<file path="src/rtl/md_run_pkg.sv">
// Shared types and constants for the run sequencer slice.
// No logic: state encoding, default widths and the minimum-length rule.
// No flow control.
package md_run_pkg;

    // Sequencer states
    typedef enum logic [2:0] {
        ST_IDLE    = 3'd0,
        ST_RESET   = 3'd1,
        ST_RELEASE = 3'd2,
        ST_RUN     = 3'd3,
        ST_DONE    = 3'd4
    } state_t;

    localparam int DEF_CNT_W = 16;
    localparam int DEF_MON_W = 16;

    // A requested length of zero is promoted to this value so every phase lasts at least one cycle
    localparam int LEN_MIN = 1;

endpackage

</file>
<file path="src/rtl/md_activity_mon.sv">
// Activity/stall monitor: flags probe-bus movement and long runs without movement.
// Latency: probe sampled every cycle; flags update on the edge after the observed cycle.
// Backpressure: none; purely observes the probe bus while enabled.
module md_activity_mon #(
    parameter int MON_W       = 16,
    parameter int STALL_LIMIT = 64
) (
    input  logic             i_clk,
    input  logic             i_rst,
    input  logic             i_en,
    input  logic             i_clr,
    input  logic [MON_W-1:0] i_mon,
    output logic             o_stall,
    output logic             o_activity_nxt,
    output logic             o_stall_nxt
);

    localparam int IDLE_W = $clog2(STALL_LIMIT + 1);

    logic [MON_W-1:0]  r_probe;
    logic [IDLE_W-1:0] r_idle;
    logic              r_activity;
    logic              r_stall;

    logic              w_change;
    logic [IDLE_W-1:0] w_idle_nxt;

    // A change only counts while enabled; the probe itself is sampled every cycle
    assign w_change = i_en && (i_mon != r_probe);

    // Next-state values, exported so the owner can form a verdict on the final run cycle
    always_comb begin
        w_idle_nxt     = r_idle;
        o_activity_nxt = r_activity;
        o_stall_nxt    = r_stall;
        if (i_clr) begin
            w_idle_nxt     = '0;
            o_activity_nxt = 1'b0;
            o_stall_nxt    = 1'b0;
        end else if (i_en) begin
            if (w_change) begin
                w_idle_nxt = '0;
            end else if (r_idle != IDLE_W'(STALL_LIMIT)) begin
                w_idle_nxt = r_idle + IDLE_W'(1);
            end
            o_activity_nxt = r_activity | w_change;
            o_stall_nxt    = r_stall | (w_idle_nxt == IDLE_W'(STALL_LIMIT));
        end
    end

    // Probe register, saturating idle counter and sticky flags
    always_ff @(posedge i_clk or posedge i_rst) begin
        if (i_rst) begin
            r_probe    <= '0;
            r_idle     <= '0;
            r_activity <= 1'b0;
            r_stall    <= 1'b0;
        end else begin
            r_probe    <= i_mon;
            r_idle     <= w_idle_nxt;
            r_activity <= o_activity_nxt;
            r_stall    <= o_stall_nxt;
        end
    end

    assign o_stall = r_stall;

endmodule

</file>
<file path="src/rtl/md_run_sequencer.sv">
// Run sequencer: holds board resets, releases channels staggered, times a run, judges core movement.
// Latency: start edge t to done at t+1+reset_len+STAGGER*(CHANNELS-1)+run_len (zero lengths act as 1).
// Backpressure: none; start is a pulse honoured only in IDLE/DONE. Optional port dump_en via MD_RUN_SEQ_DUMPWIN_EN.
module md_run_sequencer
    import md_run_pkg::*;
#(
    parameter int CHANNELS    = 4,
    parameter int CNT_W       = DEF_CNT_W,
    parameter int STAGGER     = 16,
    parameter int MON_W       = DEF_MON_W,
    parameter int STALL_LIMIT = 64
) (
    input  logic                MCLK,
    input  logic                ext_reset,
    input  logic                start,
    input  logic [CNT_W-1:0]    reset_len,
    input  logic [CNT_W-1:0]    run_len,
    input  logic [MON_W-1:0]    mon_bus,
    output logic [CHANNELS-1:0] rst_out,
    output logic                running,
    output logic                done,
    output logic                pass,
    output logic                stall,
    output logic [CNT_W-1:0]    cycle_cnt
`ifdef MD_RUN_SEQ_DUMPWIN_EN
    ,
    output logic                dump_en
`endif
);

    localparam int CH_W = (CHANNELS > 1) ? $clog2(CHANNELS) : 1;

    state_t              r_state;
    logic [CNT_W-1:0]    r_len_cnt;
    logic [CNT_W-1:0]    r_run_len;
    logic [CNT_W-1:0]    r_stg_cnt;
    logic [CH_W-1:0]     r_ch_idx;
    logic [CHANNELS-1:0] r_rst_out;
    logic                r_running;
    logic                r_done;
    logic                r_pass;
    logic [CNT_W-1:0]    r_cycle_cnt;

    logic                w_start_acc;
    logic [CNT_W-1:0]    w_reset_len_eff;
    logic [CNT_W-1:0]    w_run_len_eff;
    logic                w_act_nxt;
    logic                w_stall_nxt;

    assign w_start_acc     = start && ((r_state == ST_IDLE) || (r_state == ST_DONE));
    assign w_reset_len_eff = (reset_len == '0) ? CNT_W'(LEN_MIN) : reset_len;
    assign w_run_len_eff   = (run_len == '0) ? CNT_W'(LEN_MIN) : run_len;

    md_activity_mon #(
        .MON_W       (MON_W),
        .STALL_LIMIT (STALL_LIMIT)
    ) u_mon (
        .i_clk          (MCLK),
        .i_rst          (ext_reset),
        .i_en           (r_running),
        .i_clr          (w_start_acc),
        .i_mon          (mon_bus),
        .o_stall        (stall),
        .o_activity_nxt (w_act_nxt),
        .o_stall_nxt    (w_stall_nxt)
    );

    // Sequencer FSM with all outputs registered alongside the state.
    // The reset phase counts down from the latched length to zero, so it spans reset_len+1
    // cycles including the start cycle; the run phase loads run_len-1 and spans run_len cycles.
    always_ff @(posedge MCLK or posedge ext_reset) begin
        if (ext_reset) begin
            r_state     <= ST_IDLE;
            r_len_cnt   <= '0;
            r_run_len   <= '0;
            r_stg_cnt   <= '0;
            r_ch_idx    <= '0;
            r_rst_out   <= '1;
            r_running   <= 1'b0;
            r_done      <= 1'b0;
            r_pass      <= 1'b0;
            r_cycle_cnt <= '0;
        end else begin
            case (r_state)
                ST_IDLE, ST_DONE: begin
                    if (w_start_acc) begin
                        r_state     <= ST_RESET;
                        r_len_cnt   <= w_reset_len_eff;
                        r_run_len   <= w_run_len_eff;
                        r_rst_out   <= '1;
                        r_done      <= 1'b0;
                        r_pass      <= 1'b0;
                        r_cycle_cnt <= '0;
                    end
                end
                ST_RESET: begin
                    if (r_len_cnt == '0) begin
                        r_rst_out[0] <= 1'b0;
                        if (CHANNELS == 1) begin
                            // Single channel: no stagger phase at all
                            r_state   <= ST_RUN;
                            r_running <= 1'b1;
                            r_len_cnt <= r_run_len - CNT_W'(1);
                        end else begin
                            r_state   <= ST_RELEASE;
                            r_stg_cnt <= CNT_W'(STAGGER - 1);
                            r_ch_idx  <= CH_W'(1);
                        end
                    end else begin
                        r_len_cnt <= r_len_cnt - CNT_W'(1);
                    end
                end
                ST_RELEASE: begin
                    if (r_stg_cnt == '0) begin
                        r_rst_out[r_ch_idx] <= 1'b0;
                        if (r_ch_idx == CH_W'(CHANNELS - 1)) begin
                            // Last channel released on the same edge RUN begins
                            r_state   <= ST_RUN;
                            r_running <= 1'b1;
                            r_len_cnt <= r_run_len - CNT_W'(1);
                        end else begin
                            r_ch_idx  <= r_ch_idx + CH_W'(1);
                            r_stg_cnt <= CNT_W'(STAGGER - 1);
                        end
                    end else begin
                        r_stg_cnt <= r_stg_cnt - CNT_W'(1);
                    end
                end
                ST_RUN: begin
                    if (r_cycle_cnt != '1) begin
                        r_cycle_cnt <= r_cycle_cnt + CNT_W'(1);
                    end
                    if (r_len_cnt == '0) begin
                        r_state   <= ST_DONE;
                        r_running <= 1'b0;
                        r_done    <= 1'b1;
                        // Use next-state flags so the final run cycle is part of the verdict
                        r_pass    <= w_act_nxt & ~w_stall_nxt;
                    end else begin
                        r_len_cnt <= r_len_cnt - CNT_W'(1);
                    end
                end
                default: begin
                    r_state   <= ST_IDLE;
                    r_rst_out <= '1;
                    r_running <= 1'b0;
                    r_done    <= 1'b0;
                end
            endcase
        end
    end

    assign rst_out   = r_rst_out;
    assign running   = r_running;
    assign done      = r_done;
    assign pass      = r_pass;
    assign cycle_cnt = r_cycle_cnt;

`ifdef MD_RUN_SEQ_DUMPWIN_EN
    // Dump window is a decode of the registered state: covers the release stagger and the run
    assign dump_en = (r_state == ST_RELEASE) || (r_state == ST_RUN);
`endif

endmodule

</file>
<file path="config.mk">
export PLATFORM = sky130hd
export DESIGN_NAME = md_run_sequencer
export DESIGN_NICKNAME = d
export VERILOG_FILES = /design/src/rtl/md_run_pkg.sv /design/src/rtl/md_activity_mon.sv /design/src/rtl/md_run_sequencer.sv
export SDC_FILE = /design/constraint.sdc
export NUM_CORES = 1
export LEC_CHECK = 0
export BUFFER_PORTS_ARGS = -buffer_cell sky130_fd_sc_hd__buf_2
export CAP_MARGIN = 20
export CORE_MARGIN = 3
export CORE_UTILIZATION = 52
export CTS_CLUSTER_DIAMETER = 100
export CTS_CLUSTER_SIZE = 12
export DETAILED_ROUTE_END_ITERATION = 8
export PLACE_DENSITY = 0.76
export SLEW_MARGIN = 5
export SYNTH_ARGS = -nofsm -noshare
export SYNTH_HDL_FRONTEND = slang
export SYNTH_SLANG_ARGS = --single-unit
</file>
<file path="constraint.sdc">
create_clock -name MCLK -period 3.7 [get_ports MCLK]
set_input_delay 0.925 -clock MCLK [delete_from_list [all_inputs] [get_ports MCLK]]
set_output_delay 0.925 -clock MCLK [all_outputs]
set_load 0.02 [all_outputs]
</file>
==> flow_summary.yaml, run 1 <==
worst_setup_path:
  critPathKind: "flop to flop"
  endpoint: "r_len_cnt[10]$_DFFE_PP0P_"
  crit_path_max_fanout: 17
  worstPathArrival_ns: 3.23
  rr_worst_depth: 9
  worstReg2RegEnd: "r_len_cnt[10]$_DFFE_PP0P_"
  startpoint_type: "flop"
  required_ns: 3.94
  r2r-start: "r_state[0]$_DFFE_PP0P_"
  cp-end-kind: "flop"
  ff2ff_setup_slack_ns: 0.71
  startpoint: "r_state[0]$_DFFE_PP0P_"
logic_synthesis:
  synth_nets: 655
  synth_cell_type_count: 65
  synth_top_flop_cell: "dfrtp_1"
  syn_inst: 594
  synthArstFlopShare: 1.000
  synth-edff-count: 0
  synth-seq-cells: 101
  yosys_warnings: 0
  syn_avg_cell_area_um2: 9.304
  synth.cell_area_um2: 5527
  yosysSeqAreaShare: 0.4582
grt:
  grt_overflow: 0
  grt_pass1_vias: 4306
  antenna_found_initial: 0
  grt_start_max_net_pins: 54
  grt_pass1_wl_mm: 20.89
  grt_use_total: 0.2234
clock_network:
  cts_tree: "done"
  clockBufferDepth: 2
  clock-sinks: 101
  clock_latency_ns: 0.38
  cts_resized: 0
  postCtsSetupRepairBufs: 0
  root_buffer: "clkbuf_8"
  numCtsBuffers: 9
  cts.clk_slew.worst_paths_ns: 0.09
  h-tree-depth: 3
  postCtsHoldBufs: 0
timing:
  setup_viol: 0
  worst_slack_ns: 0.7058
  min_period_ns: 2.994
  period_share: 0.8092
  finalHoldViolCount: 0
  worst_slew_pin_slew_ns: 0.9421
  fin_tns_setup_ns: 0
  report.final.slew_viol_count: 0
  slew_headroom: 0.3685
  clock_skew_ns: 0.01293
  clock.fmax_mhz: 334.0
  hold_slack_ns: 0.4962
  rsz0062_at_grt: "no"
worst_hold_path:
  whs_path_depth: 2
  hold_path.class: "flop to flop"
layout:
  fillers: 885
  final_cell_mix: "97 x dfrtp_1, 92 x nand2_1, 74 x buf_2, 72 x nor2_1, 38 x xor2_1"
  regArea_um2: 2532
  multi_input_area_um2: 2848
  finalInstanceArea_um2: 6213
  area_delta_synth_final_pct: 12.43
  final_common_cell: "dfrtp_1"
  n_antenna_cell: 0
  drive_above_1_share: 0.1907
  final_net_count: 723
routing:
  drc: 0
  drtPass1Iterations: 5
  ant_nets: 0
  routed-via-count: 4671
  wl_mm: 12.67
  drt_iter0_drc: 269
  wl_per_cell_um: 15.80
  vias_per_cell: 5.824
floorplanning:
  ioPinCount: 75
  die-area_um2: 11900
  die_y_um: 109.1
  start_util: 0.5353
  die_w_um: 109.1
  num_rows: 37
  core_area_um2: 10320
pwr:
  swShare: 0.3448
  p_int_w: 0.001945
  combPwrFrac: 0.264
  seqPwrFrac: 0.494
  power.density_nw_per_um2: 477.8
  pwr-share-clk: 0.242
  peakVddDrop_mv: 0.3512
  power_w: 0.002969
  switchingPower_w: 0.001024
  p_leak_nw: 2.861
run:
  drv_cap: 0
status:
  status: "complete, no violations"
placement:
  dpl_cell_area_um2: 6015
  io_buffers: 74
  gp_congestion: 0.9028
  pre_cts_slack_ns: 0.7565
  place_hpwl_mm: 9.251
-- Yosys cell counts, types with 5 or more instances --
cell type	n	area, um^2
nor4_1	12	75.07
a21o_1	5	37.54
a31oi_1	13	81.33
ha_1	10	125.1
or3_1	11	68.82
nor3_1	9	45.04
nand2_1	92	345.3
nand3_1	14	70.07
o21ai_0	26	130.1
xor2_1	38	332.8
nor3b_1	6	45.04
nand3b_1	6	45.04
mux2i_1	15	150.1
o211ai_1	6	45.04
buf_2	5	25.02
dfrtp_1	97	2427
nand2b_1	6	37.54
a21oi_1	32	160.2
clkbuf_1	11	41.29
mux2_2	6	67.56
nor2_1	72	270.3
xnor2_1	7	61.31
inv_1	15	56.30
o221ai_1	5	43.79
nand4_1	8	50.05
-- logic make-up (layout without fill, tap and decap cells) --
logic type	count (synthesis)	count (layout)	share of synthesized area
AND/OR/NAND/NOR	270	270	0.2522
AO/OA/AOI/OAI	111	111	0.1266
flip-flops	101	101	0.4582
XOR/XNOR	45	45	0.07132
buffers and inverters	35	107	0.02762
multiplexers	22	22	0.04143
adder cells (fa/ha/maj)	10	10	0.02264
-- state kept, by name (all words and copies together), names as in the netlist, 2 cells and up --
register       cells
cycle_cnt         16
r_ch_idx           2
r_len_cnt         16
r_run_len         16
r_state            3
r_stg_cnt         16
rst_out            4
u_mon.r_idle       7
u_mon.r_probe     16
-- how the worst min path moves through the flow --
stage	start	end	slack, ns
2_1_floorplan	r_run_len[15]$_DFFE_PP0P_	r_run_len[15]$_DFFE_PP0P_	0.44
3_3_place_gp	u_mon.r_activity$_DFF_PP0_	u_mon.r_activity$_DFF_PP0_	0.47
3_5_place_dp	u_mon.r_activity$_DFF_PP0_	u_mon.r_activity$_DFF_PP0_	0.48
4_1_cts	u_mon.r_activity$_DFF_PP0_	u_mon.r_activity$_DFF_PP0_	0.50
5_1_grt	rst_out[1]$_DFFE_PP1P_	rst_out[1]$_DFFE_PP1P_	0.52
6_report	u_mon.r_activity$_DFF_PP0_	u_mon.r_activity$_DFF_PP0_	0.50
-- per-stage QoR --
stage | std cells | utilization
after floorplan | 594 | -
after global placement | 787 | 0.5826
after detailed placement | 787 | 0.5826
after CTS | 802 | 0.6019
after global routing | 802 | 0.6019
final | 802 | 0.6019
-- critical path, cell delays in order, from the launching register on --
cell      delay, ns
dfrtp_1        0.69
nand2b_2       0.35
a21oi_1        0.29
ha_1           0.22
inv_1          0.05
a211oi_1       0.31
nand4_1        0.30
or3_1          0.44
nand3_1        0.12
a31oi_1        0.09
-- routing by layer --
layer | wire, um | global-route usage
met1 | 5364 | 0.2923
met2 | 6418 | 0.3702
met3 | 566 | 0.03197
met4 | 323 | 0.09648
met5 | 0 | 0
-- area by class of cell --
cell class                 count  area share
inverter                      15    0.009464
sequential                   101      0.4076
clock buffer                  11     0.02437
clock inverter                 4    0.007652
tap                          136     0.02739
multi-input combinational    458      0.4583
timing repair buffer          77     0.06524
-- power by group through the flow --
stage          Clock, W  Sequential [W]  Combinational, W
2_1_floorplan         0         0.00143          0.000593
3_3_place_gp          0         0.00148          0.000745
3_5_place_dp          0         0.00149          0.000773
4_1_cts        0.000741         0.00147          0.000778
5_1_grt        0.000780         0.00149          0.000877
6_report       0.000720         0.00147          0.000782
Note: power is estimated with default switching activity, not from simulation.
==> run 2: changes to the inputs <==
--- a/config.mk
+++ b/config.mk
@@ -8,11 +8,11 @@
 export BUFFER_PORTS_ARGS = -buffer_cell sky130_fd_sc_hd__buf_2
 export CAP_MARGIN = 20
 export CORE_MARGIN = 3
-export CORE_UTILIZATION = 52
+export CORE_UTILIZATION = 58
 export CTS_CLUSTER_DIAMETER = 100
 export CTS_CLUSTER_SIZE = 12
 export DETAILED_ROUTE_END_ITERATION = 8
-export PLACE_DENSITY = 0.76
+export PLACE_DENSITY = 0.8
 export SLEW_MARGIN = 5
 export SYNTH_ARGS = -nofsm -noshare
 export SYNTH_HDL_FRONTEND = slang
==> constraint.sdc (replaced) <==
create_clock -name MCLK -period 3.1 [get_ports MCLK]
set_input_delay 0.775 -clock MCLK [delete_from_list [all_inputs] [get_ports MCLK]]
set_output_delay 0.775 -clock MCLK [all_outputs]
set_load 0.02 [all_outputs]
==> run 2 against run 1 <==
Compared with the run above: global-route usage rose by 1.8 points; maximum frequency rose by 14%; largest cell class unchanged; sequential power rose by 19%; critical endpoint unchanged; setup slack got worse by 0.23 ns.
==> flow_summary.yaml, run 2 (synthesis gave the netlist of run 1 again) <==
routing:
  vias_per_cell: 5.752
  ant_nets: 0
  routed-via-count: 4630
  wl_mm: 13.01
  drt_iter0_drc: 200
  drc: 0
  wl_per_cell_um: 16.16
  drtPass1Iterations: 7
pwr:
  power_w: 0.003494
  power.density_nw_per_um2: 555.1
  peakVddDrop_mv: 0.5013
  p_leak_nw: 2.908
timing:
  period_share: 0.8461
  rsz0062_at_grt: "no"
  report.final.slew_viol_count: 0
  clock_skew_ns: 0.01082
  fin_tns_setup_ns: 0
  slew_headroom: 0.4896
  worst_slew_pin_slew_ns: 0.7640
  min_period_ns: 2.623
  worst_slack_ns: 0.4772
  clock.fmax_mhz: 381.3
  finalHoldViolCount: 0
  setup_viol: 0
  hold_slack_ns: 0.4929
grt:
  grt_start_max_net_pins: 37
  met3_usage: 0.05473
  grt_pass1_wl_mm: 21.53
  grt_overflow: 0
  busiest_layer: "met2"
  grt_pass1_vias: 4604
  grt_use_total: 0.2417
  grtUsageMet2: 0.4196
  gr-usage-met1: 0.3035
  antenna_found_initial: 1
clock_network:
  root_buffer: "clkbuf_8"
  postCtsSetupRepairBufs: 0
  clock_latency_ns: 0.38
  h-tree-depth: 3
  numCtsBuffers: 9
  clock-sinks: 101
  postCtsHoldBufs: 0
  cts.clk_slew.worst_paths_ns: 0.10
  clockBufferDepth: 2
  cts_tree: "done"
  cts_resized: 0
layout:
  fillers: 706
  n_antenna_cell: 0
  final_cell_mix: "97 x dfrtp_1, 92 x nand2_1, 74 x buf_2, 72 x nor2_1, 38 x xor2_1"
  area_delta_synth_final_pct: 13.88
  drive_above_1_share: 0.2047
  multi_input_area_um2: 2848
  final_net_count: 735
  regArea_um2: 2532
  final_common_cell: "dfrtp_1"
floorplanning:
  core_area_um2: 8976
  die-area_um2: 10740
  ioPinCount: 75
  start_util: 0.6157
  num_rows: 34
  die_w_um: 103.6
  die_y_um: 103.6
worst_setup_path:
  rr_worst_depth: 9
  r2r-start: "r_state[2]$_DFFE_PP0P_"
  critPathKind: "flop to flop"
  startpoint: "r_state[2]$_DFFE_PP0P_"
  startpoint_type: "flop"
  endpoint: "r_len_cnt[10]$_DFFE_PP0P_"
  worstPathArrival_ns: 2.86
  required_ns: 3.34
  ff2ff_setup_slack_ns: 0.48
  cp-end-kind: "flop"
  worstReg2RegEnd: "r_len_cnt[10]$_DFFE_PP0P_"
  crit_path_max_fanout: 13
placement:
  pre_cts_slack_ns: 0.5335
  place_hpwl_mm: 9.698
  gp_congestion: 0.8988
  io_buffers: 74
run:
  drv_cap: 0
status:
  status: "complete, no violations"
worst_hold_path:
  min-delay-start: "u_mon.r_activity$_DFF_PP0_"
  hold_path.class: "flop to flop"
[run 2: cell type report]
| cell class | count | area share |
|---|---|---|
| clock buffers | 12 | 0.02465 |
| clock inverters | 4 | 0.005169 |
| inverters | 15 | 0.009543 |
| multi-input cells | 458 | 0.4525 |
| flip-flops and latches | 101 | 0.4024 |
| well taps | 126 | 0.02505 |
| repair buffers | 89 | 0.08072 |
[run 2: critical path: stages, from the launching register on]
cell	delay, ns
dfrtp_1	0.39
nand2b_2	0.33
a21oi_1	0.28
ha_1	0.24
inv_1	0.05
a211oi_1	0.30
nand4_1	0.29
or3_1	0.43
nand3_1	0.09
a31oi_1	0.08
[run 2: layer usage]
layer	vias to the layer above	wire length [um]	part of all wire
met1	2256	5579	0.43
met3	24	477	0.037
li1	2246	-	-
met4	2	240	0.018
met2	102	6701	0.52
met5	-	7	0.00054
[run 2: stage by stage]
step / std cells / utilization / cell area [um^2]
finish: 805 / 0.7011 / 6294
global route: 805 / 0.7011 / 6294
CTS: 805 / 0.7011 / 6294
detailed placement: 789 / 0.6802 / 6106
global placement: 789 / 0.6802 / 6106
floorplan: 594 / - / 5530
[run 2: power by group]
part           switching (W)  internal [W]  leakage (nW)
clock network       0.000455      0.000339        0.0888
registers           0.000232       0.00152          1.29
logic               0.000545      0.000405          1.53
[run 2: worst min-delay path by stage]
stage	endpoint	slack (ns)	cells past startpoint
after floorplan	r_run_len[15]$_DFFE_PP0P_	0.44	2
final	u_mon.r_activity$_DFF_PP0_	0.49	2
after CTS	u_mon.r_activity$_DFF_PP0_	0.50	2
after global routing	u_mon.r_probe[3]$_DFF_PP0_	0.51	1
after detailed placement	u_mon.r_activity$_DFF_PP0_	0.48	2
after global placement	u_mon.r_activity$_DFF_PP0_	0.47	2
